`src/rtl/hazard_pkg.sv`:
```
// Shared defaults and helpers for the ID-stage hazard scoreboard.
package hazard_pkg;

    localparam int unsigned NREG_DEF    = 32;
    localparam int unsigned NFWD_DEF    = 2;
    localparam int unsigned CSR_MAX_DEF = 3;
    localparam int unsigned REG_IDX_W   = $clog2(NREG_DEF);
    localparam int unsigned STALL_W     = 32;

    // Width able to hold 0..max_val, never narrower than one bit.
    function automatic int unsigned cnt_width(input int unsigned max_val);
        return (max_val < 1) ? 1 : $clog2(max_val + 1);
    endfunction

endpackage

```
`src/rtl/hazard_scoreboard_fwd_prio_sel.sv`:
```
// Forwarding priority select for one EX source: one-hot pick of the youngest
// forwarding stage holding a write to that source register.
module fwd_prio_sel
    import hazard_pkg::*;
#(
    parameter int unsigned NFWD  = NFWD_DEF,
    parameter int unsigned IDX_W = REG_IDX_W
) (
    input  logic [IDX_W-1:0]      src,
    input  logic                  src_xrs,
    input  logic [NFWD*IDX_W-1:0] fwd_rd,
    input  logic [NFWD-1:0]       fwd_w_en,
    output logic [NFWD-1:0]       sel_c
);

    logic [NFWD-1:0] hit;

    always_comb begin
        hit = '0;
        for (int unsigned k = 0; k < NFWD; k++) begin
            hit[k] = src_xrs && (src != '0) && fwd_w_en[k]
                     && (fwd_rd[k*IDX_W +: IDX_W] == src);
        end
    end

    // Lowest index is the youngest stage; isolate the lowest set bit.
    assign sel_c = hit & (~hit + NFWD'(1));

endmodule

```
`src/rtl/hazard_scoreboard.sv`:
```
// ID-stage hazard scoreboard: load-use and CSR interlocks, EX forwarding
// selects and a saturating stall-cycle counter.
module hazard_scoreboard
    import hazard_pkg::*;
#(
    parameter int unsigned NREG    = NREG_DEF,
    parameter int unsigned NFWD    = NFWD_DEF,
    parameter int unsigned CSR_MAX = CSR_MAX_DEF,
    localparam int unsigned IDX_W  = $clog2(NREG)
) (
    input  logic                  clk,
    input  logic                  rst_n,
    input  logic [IDX_W-1:0]      id_rs1,
    input  logic [IDX_W-1:0]      id_rs2,
    input  logic                  id_rs1_used,
    input  logic                  id_rs2_used,
    input  logic [IDX_W-1:0]      id_rd,
    input  logic                  id_rd_w_en,
    input  logic                  id_is_load,
    input  logic                  id_csr_r,
    input  logic                  id_csr_w,
    input  logic                  id_fire,
    input  logic                  flush,
    input  logic [IDX_W-1:0]      ex_rs1,
    input  logic [IDX_W-1:0]      ex_rs2,
    input  logic                  ex_src1_xrs1,
    input  logic                  ex_src2_xrs2,
    input  logic [NFWD*IDX_W-1:0] fwd_rd,
    input  logic [NFWD-1:0]       fwd_w_en,
    input  logic                  ld_ret_valid,
    input  logic [IDX_W-1:0]      ld_ret_rd,
    input  logic                  csr_retire,
    output logic [NFWD-1:0]       fwd_src1_sel,
    output logic [NFWD-1:0]       fwd_src2_sel,
    output logic                  if_id_stall,
    output logic [STALL_W-1:0]    stall_cnt
);

    localparam int unsigned CNT_W = cnt_width(CSR_MAX);

    logic [NREG-1:1]    ld_pend;
    logic [NREG-1:1]    ld_pend_nxt;
    logic [NREG-1:0]    pend_vec;
    logic [CNT_W-1:0]   csr_cnt;
    logic [CNT_W-1:0]   csr_cnt_nxt;
    logic [STALL_W-1:0] stall_cnt_nxt;
    logic               fire;
    logic               ld_set;
    logic               csr_inc;
    logic               csr_full;
    logic               csr_busy;

    // x0 never has a pending load, so its bit is a constant zero.
    assign pend_vec = {ld_pend, 1'b0};

    assign csr_full = (csr_cnt == CNT_W'(CSR_MAX));
    assign csr_busy = (csr_cnt != '0);

    assign if_id_stall = (id_rs1_used && pend_vec[id_rs1])
                      || (id_rs2_used && pend_vec[id_rs2])
                      || (id_csr_r && csr_busy)
                      || (id_csr_w && csr_full);

    // A fire request raised during a stall is not a real transfer.
    assign fire    = id_fire && !flush && !if_id_stall;
    assign ld_set  = fire && id_is_load && id_rd_w_en && (id_rd != '0);
    assign csr_inc = fire && id_csr_w;

    // Load-pending update; a new load to the same rd beats a return.
    always_comb begin
        ld_pend_nxt = ld_pend;
        for (int unsigned i = 1; i < NREG; i++) begin
            if (ld_set && (id_rd == IDX_W'(i))) begin
                ld_pend_nxt[i] = 1'b1;
            end else if (ld_ret_valid && (ld_ret_rd == IDX_W'(i))) begin
                ld_pend_nxt[i] = 1'b0;
            end
        end
    end

    // In-flight CSR write count; an issue and a retire together cancel out.
    always_comb begin
        csr_cnt_nxt = csr_cnt;
        if (csr_inc && !csr_retire) begin
            if (!csr_full) begin
                csr_cnt_nxt = csr_cnt + CNT_W'(1);
            end
        end else if (csr_retire && !csr_inc) begin
            if (csr_busy) begin
                csr_cnt_nxt = csr_cnt - CNT_W'(1);
            end
        end
    end

    assign stall_cnt_nxt = (if_id_stall && (stall_cnt != '1))
                         ? stall_cnt + STALL_W'(1)
                         : stall_cnt;

    always_ff @(posedge clk or negedge rst_n) begin
        if (!rst_n) begin
            ld_pend   <= '0;
            csr_cnt   <= '0;
            stall_cnt <= '0;
        end else begin
            ld_pend   <= ld_pend_nxt;
            csr_cnt   <= csr_cnt_nxt;
            stall_cnt <= stall_cnt_nxt;
        end
    end

    fwd_prio_sel #(
        .NFWD  (NFWD),
        .IDX_W (IDX_W)
    ) u_fwd_src1 (
        .src      (ex_rs1),
        .src_xrs  (ex_src1_xrs1),
        .fwd_rd   (fwd_rd),
        .fwd_w_en (fwd_w_en),
        .sel_c    (fwd_src1_sel)
    );

    fwd_prio_sel #(
        .NFWD  (NFWD),
        .IDX_W (IDX_W)
    ) u_fwd_src2 (
        .src      (ex_rs2),
        .src_xrs  (ex_src2_xrs2),
        .fwd_rd   (fwd_rd),
        .fwd_w_en (fwd_w_en),
        .sel_c    (fwd_src2_sel)
    );

endmodule

```
`config.mk`:
```
export PLATFORM = sky130hd
export DESIGN_NAME = hazard_scoreboard
export DESIGN_NICKNAME = d
export VERILOG_FILES = /design/src/rtl/hazard_pkg.sv /design/src/rtl/hazard_scoreboard_fwd_prio_sel.sv /design/src/rtl/hazard_scoreboard.sv
export SDC_FILE = /design/constraint.sdc
export NUM_CORES = 1
export LEC_CHECK = 0
export BUFFER_PORTS_ARGS = -buffer_cell sky130_fd_sc_hd__buf_4
export CAP_MARGIN = 30
export CORE_ASPECT_RATIO = 1.5
export CORE_MARGIN = 5
export CORE_UTILIZATION = 53
export DETAILED_ROUTE_END_ITERATION = 12
export PLACE_DENSITY = 0.79
export SLEW_MARGIN = 5
export SYNTH_ARGS = -nofsm -noshare
export SYNTH_HDL_FRONTEND = slang
export SYNTH_SLANG_ARGS = --single-unit
```
`constraint.sdc`:
```
create_clock -name clk -period 5.51 [get_ports clk]
set_clock_uncertainty 0.05 [all_clocks]
set_input_delay 1.3775 -clock clk [delete_from_list [all_inputs] [get_ports clk]]
set_output_delay 1.3775 -clock clk [all_outputs]
set_load 0.05 [all_outputs]
```
==> flow_summary.toml <==
[worst_setup_path]
critPathLaunchType = "input pin"
ff2ff_setup_slack_ps = 2590
worstReg2RegStart = "stall_cnt[8]"
crit_type = "in2out"
cp.arrival_ps = 2970
reg2reg_to = "stall_cnt[1]"
end_kind = "output port"
reg2reg_depth = 6
critPathRequiredTime_ps = 4080
path_max_fanout = 10

[clock_tree]
cts_made_buffers = 9
cts_setup_buffers = 0
clock_latency_ps = 350
cts_tree = "built"
cts.sinks = 65
htreeDepth = 3
cts.repair.resized = 0
hold_buffers = 0
cts_root_buffer = "clkbuf_8"
path_clk_slew_ps = 70
clock_path_buffers = 2

[die]
die_x_um = 80.9
die_height_um = 116
row_count = 38
coreArea_sq_mm = 0.00732
ios = 93
dieArea_sq_mm = 0.00942
start_util = 0.546

[min_path]
whs_path_depth = 1
holdPathEnd = "stall_cnt[5]"
hold_class = "reg2reg"
min_from = "stall_cnt[5]"

[place]
port-buffer-count = 92
place_hpwl_mm = 8.27
gp_congestion = 0.936
placed_area_sq_mm = 0.00472
pre_cts_slack_ps = 1120

[route]
route.detailed.drc = 0
wl_per_cell_um = 18.0
vias = 3551
postRouteAntennaNets = 0
viasPerCell = 5.94
drtPass1Iterations = 4
routed_wl_mm = 10.7
drt_iter0_markers = 212

[sta]
tightest_slew_ps = 812
setup_violations = 0
slew_violations = 0
max_freq_mhz = 228
final.setup.worst_slack_ps = 1120
relSlewSlack = 0.459
hold_slack_ps = 448
period_needed_ps = 4390
hold_viol = 0
final.setup.tns_ps = 0
period_share = 0.797
rsz0062_at_grt = "no"

[power]
power_frac_seq = 0.406
p_int_uw = 942
switching_share = 0.308
p_leak_uw = 0.00213
p_clk_frac = 0.373
switchingPower_uw = 419
irDropWorstVdd_mv = 0.337
p_per_area_mw_per_mm2 = 273
finalPower_uw = 1360
combPwrFrac = 0.222

[yosys]
synth_fp_nets = 467
seq_area_frac_synth = 0.407
ys_types = 49
ys_seq_elements = 65
syn-cell-area_sq_mm = 0.00400
avgSynthCellArea_sq_um = 9.77
ys.flop_type = "dfrtp_1"
synth_enable_flop_cells = 0
synth_warnings = 0
synth-async-reset-ratio = 1.00
syn_inst = 409

[finish]
drive_above_1_share = 0.273
diodes = 0
final-seq-area_sq_mm = 0.00163
fillers = 630
fin_nets = 551
area_delta_synth_final_pct = 24.5
fin_area_sq_mm = 0.00498
multiInputGateArea_sq_mm = 0.00225

[grt]
grt_max_degree = 66
grt_overflow = 0
grt_usage = 0.242
first_global_vias = 3663
grt_pass1_wl_mm = 17.5
antenna_found_initial = 0

[outcome]
status = "finished, final reports clean"

[job]
drv_cap = 0
==> registers in the layout, summed over array words and instances (netlist names) <==
register / count
ld_pend: 31
csr_cnt: 2
stall_cnt: 32
==> final cells by class <==
cell class	instances	area share
Multi-Input combinational cell	317	0.452
Sequential cell	65	0.327
Timing Repair Buffer	93	0.140
Clock buffer	10	0.0277
Tap cell	100	0.0251
Clock inverter	6	0.0229
Inverter	7	0.00528
==> per-stage QoR <==
step | util | cells
detailed placement | 0.645 | 582
global route | 0.680 | 598
floorplan | - | 409
finish | 0.680 | 598
global placement | 0.645 | 582
CTS | 0.680 | 598
==> synth_stat cells, drive strengths merged, types with 2 or more instances <==
master  instances  area [sq um]
dfrtp          65          1630
o21ai          59           295
xnor2          41           359
nand3          39           200
nand2          31           116
nor3           17          90.1
mux4           13           293
nand4          11          75.1
buf            10          58.8
clkbuf         10          37.5
xor2           10          87.6
o31ai           9          67.6
and3            8          50.1
nand2b          8          50.1
nor2            8          30.0
inv             7          26.3
mux2i           6          60.1
nand3b          6          45.0
nor2b           6          37.5
nor4            5          31.3
or3             5          31.3
mux2            4          45.0
or2             4          25.0
and4            3          28.8
nand4b          3          26.3
nor4bb          3          30.0
or4             3          22.5
and2            2          12.5
ha              2          25.0
o211ai          2          20.0
o41ai           2          25.0
==> per-layer routing <==
layer,part of all wire,vias to the layer above,wire length [um],track usage
met4,0.035,0,381,0.123
met3,0.056,30,599,0.0602
met2,0.53,133,5730,0.413
li1,-,1669,-,-
met1,0.37,1719,4020,0.279
met5,0,-,0,0
==> power groups by stage <==
| stage | sequential, uW | clock (uW) | combinational, uW |
|---|---|---|---|
| floorplan | 615 | 0 | 125 |
| global placement | 558 | 0 | 298 |
| detailed placement | 558 | 0 | 304 |
| CTS | 551 | 517 | 304 |
| global route | 559 | 537 | 326 |
| finish | 552 | 507 | 302 |
==> how the worst max path moves through the flow <==
| stage | from | end | slack, ps | cells after the start |
|---|---|---|---|---|
| 5_1_grt | id_rs2[0] | if_id_stall | 1050 | 7 |
| 4_1_cts | id_rs2[0] | if_id_stall | 1120 | 6 |
| 2_1_floorplan | ex_rs1[1] | fwd_src1_sel[1] | 580 | 4 |
| 3_3_place_gp | id_rs2[0] | if_id_stall | 1140 | 6 |
| 6_report | id_rs2[0] | if_id_stall | 1120 | 6 |
| 3_5_place_dp | id_rs2[0] | if_id_stall | 1120 | 6 |
==> cell families (layout without fill, tap and decap cells) <==
logic type | count (synthesis) | count (layout) | synth area share
compound gates | 78 | 78 | 0.117
fa+ha+maj | 2 | 2 | 0.00626
xor+xnor | 51 | 51 | 0.112
mux | 23 | 23 | 0.0995
buf+inv | 27 | 116 | 0.0307
simple gates | 163 | 163 | 0.228
flops | 65 | 65 | 0.407
==> worst max-delay path, stage by stage <==
cell      delay (ps)
buf_4            170
mux4_2           510
mux2_2           280
a41oi_2          210
o211ai_2         170
buf_4            230
==> cell usage in the layout (no fill, tap or decap), drive strengths merged, types with 3 or more instances in the layout <==
cell and count:
mux2i 6, mux2 4, nand2b 8, inv 8, nor4 5, xnor2 41, nand4 11, nor2b 6
nand3b 6, or2 4, or3 5, xor2 10, o21ai 59, or4 3, clkbuf 10, nor4bb 3
mux4 13, nand2 31, and3 8, nor2 8, bufinv 3, o31ai 9, buf 93, dfrtp 65
nand3 39, nor3 17, nand4b 3, and4 3
No activity file was read; power rests on OpenSTA's default activity.
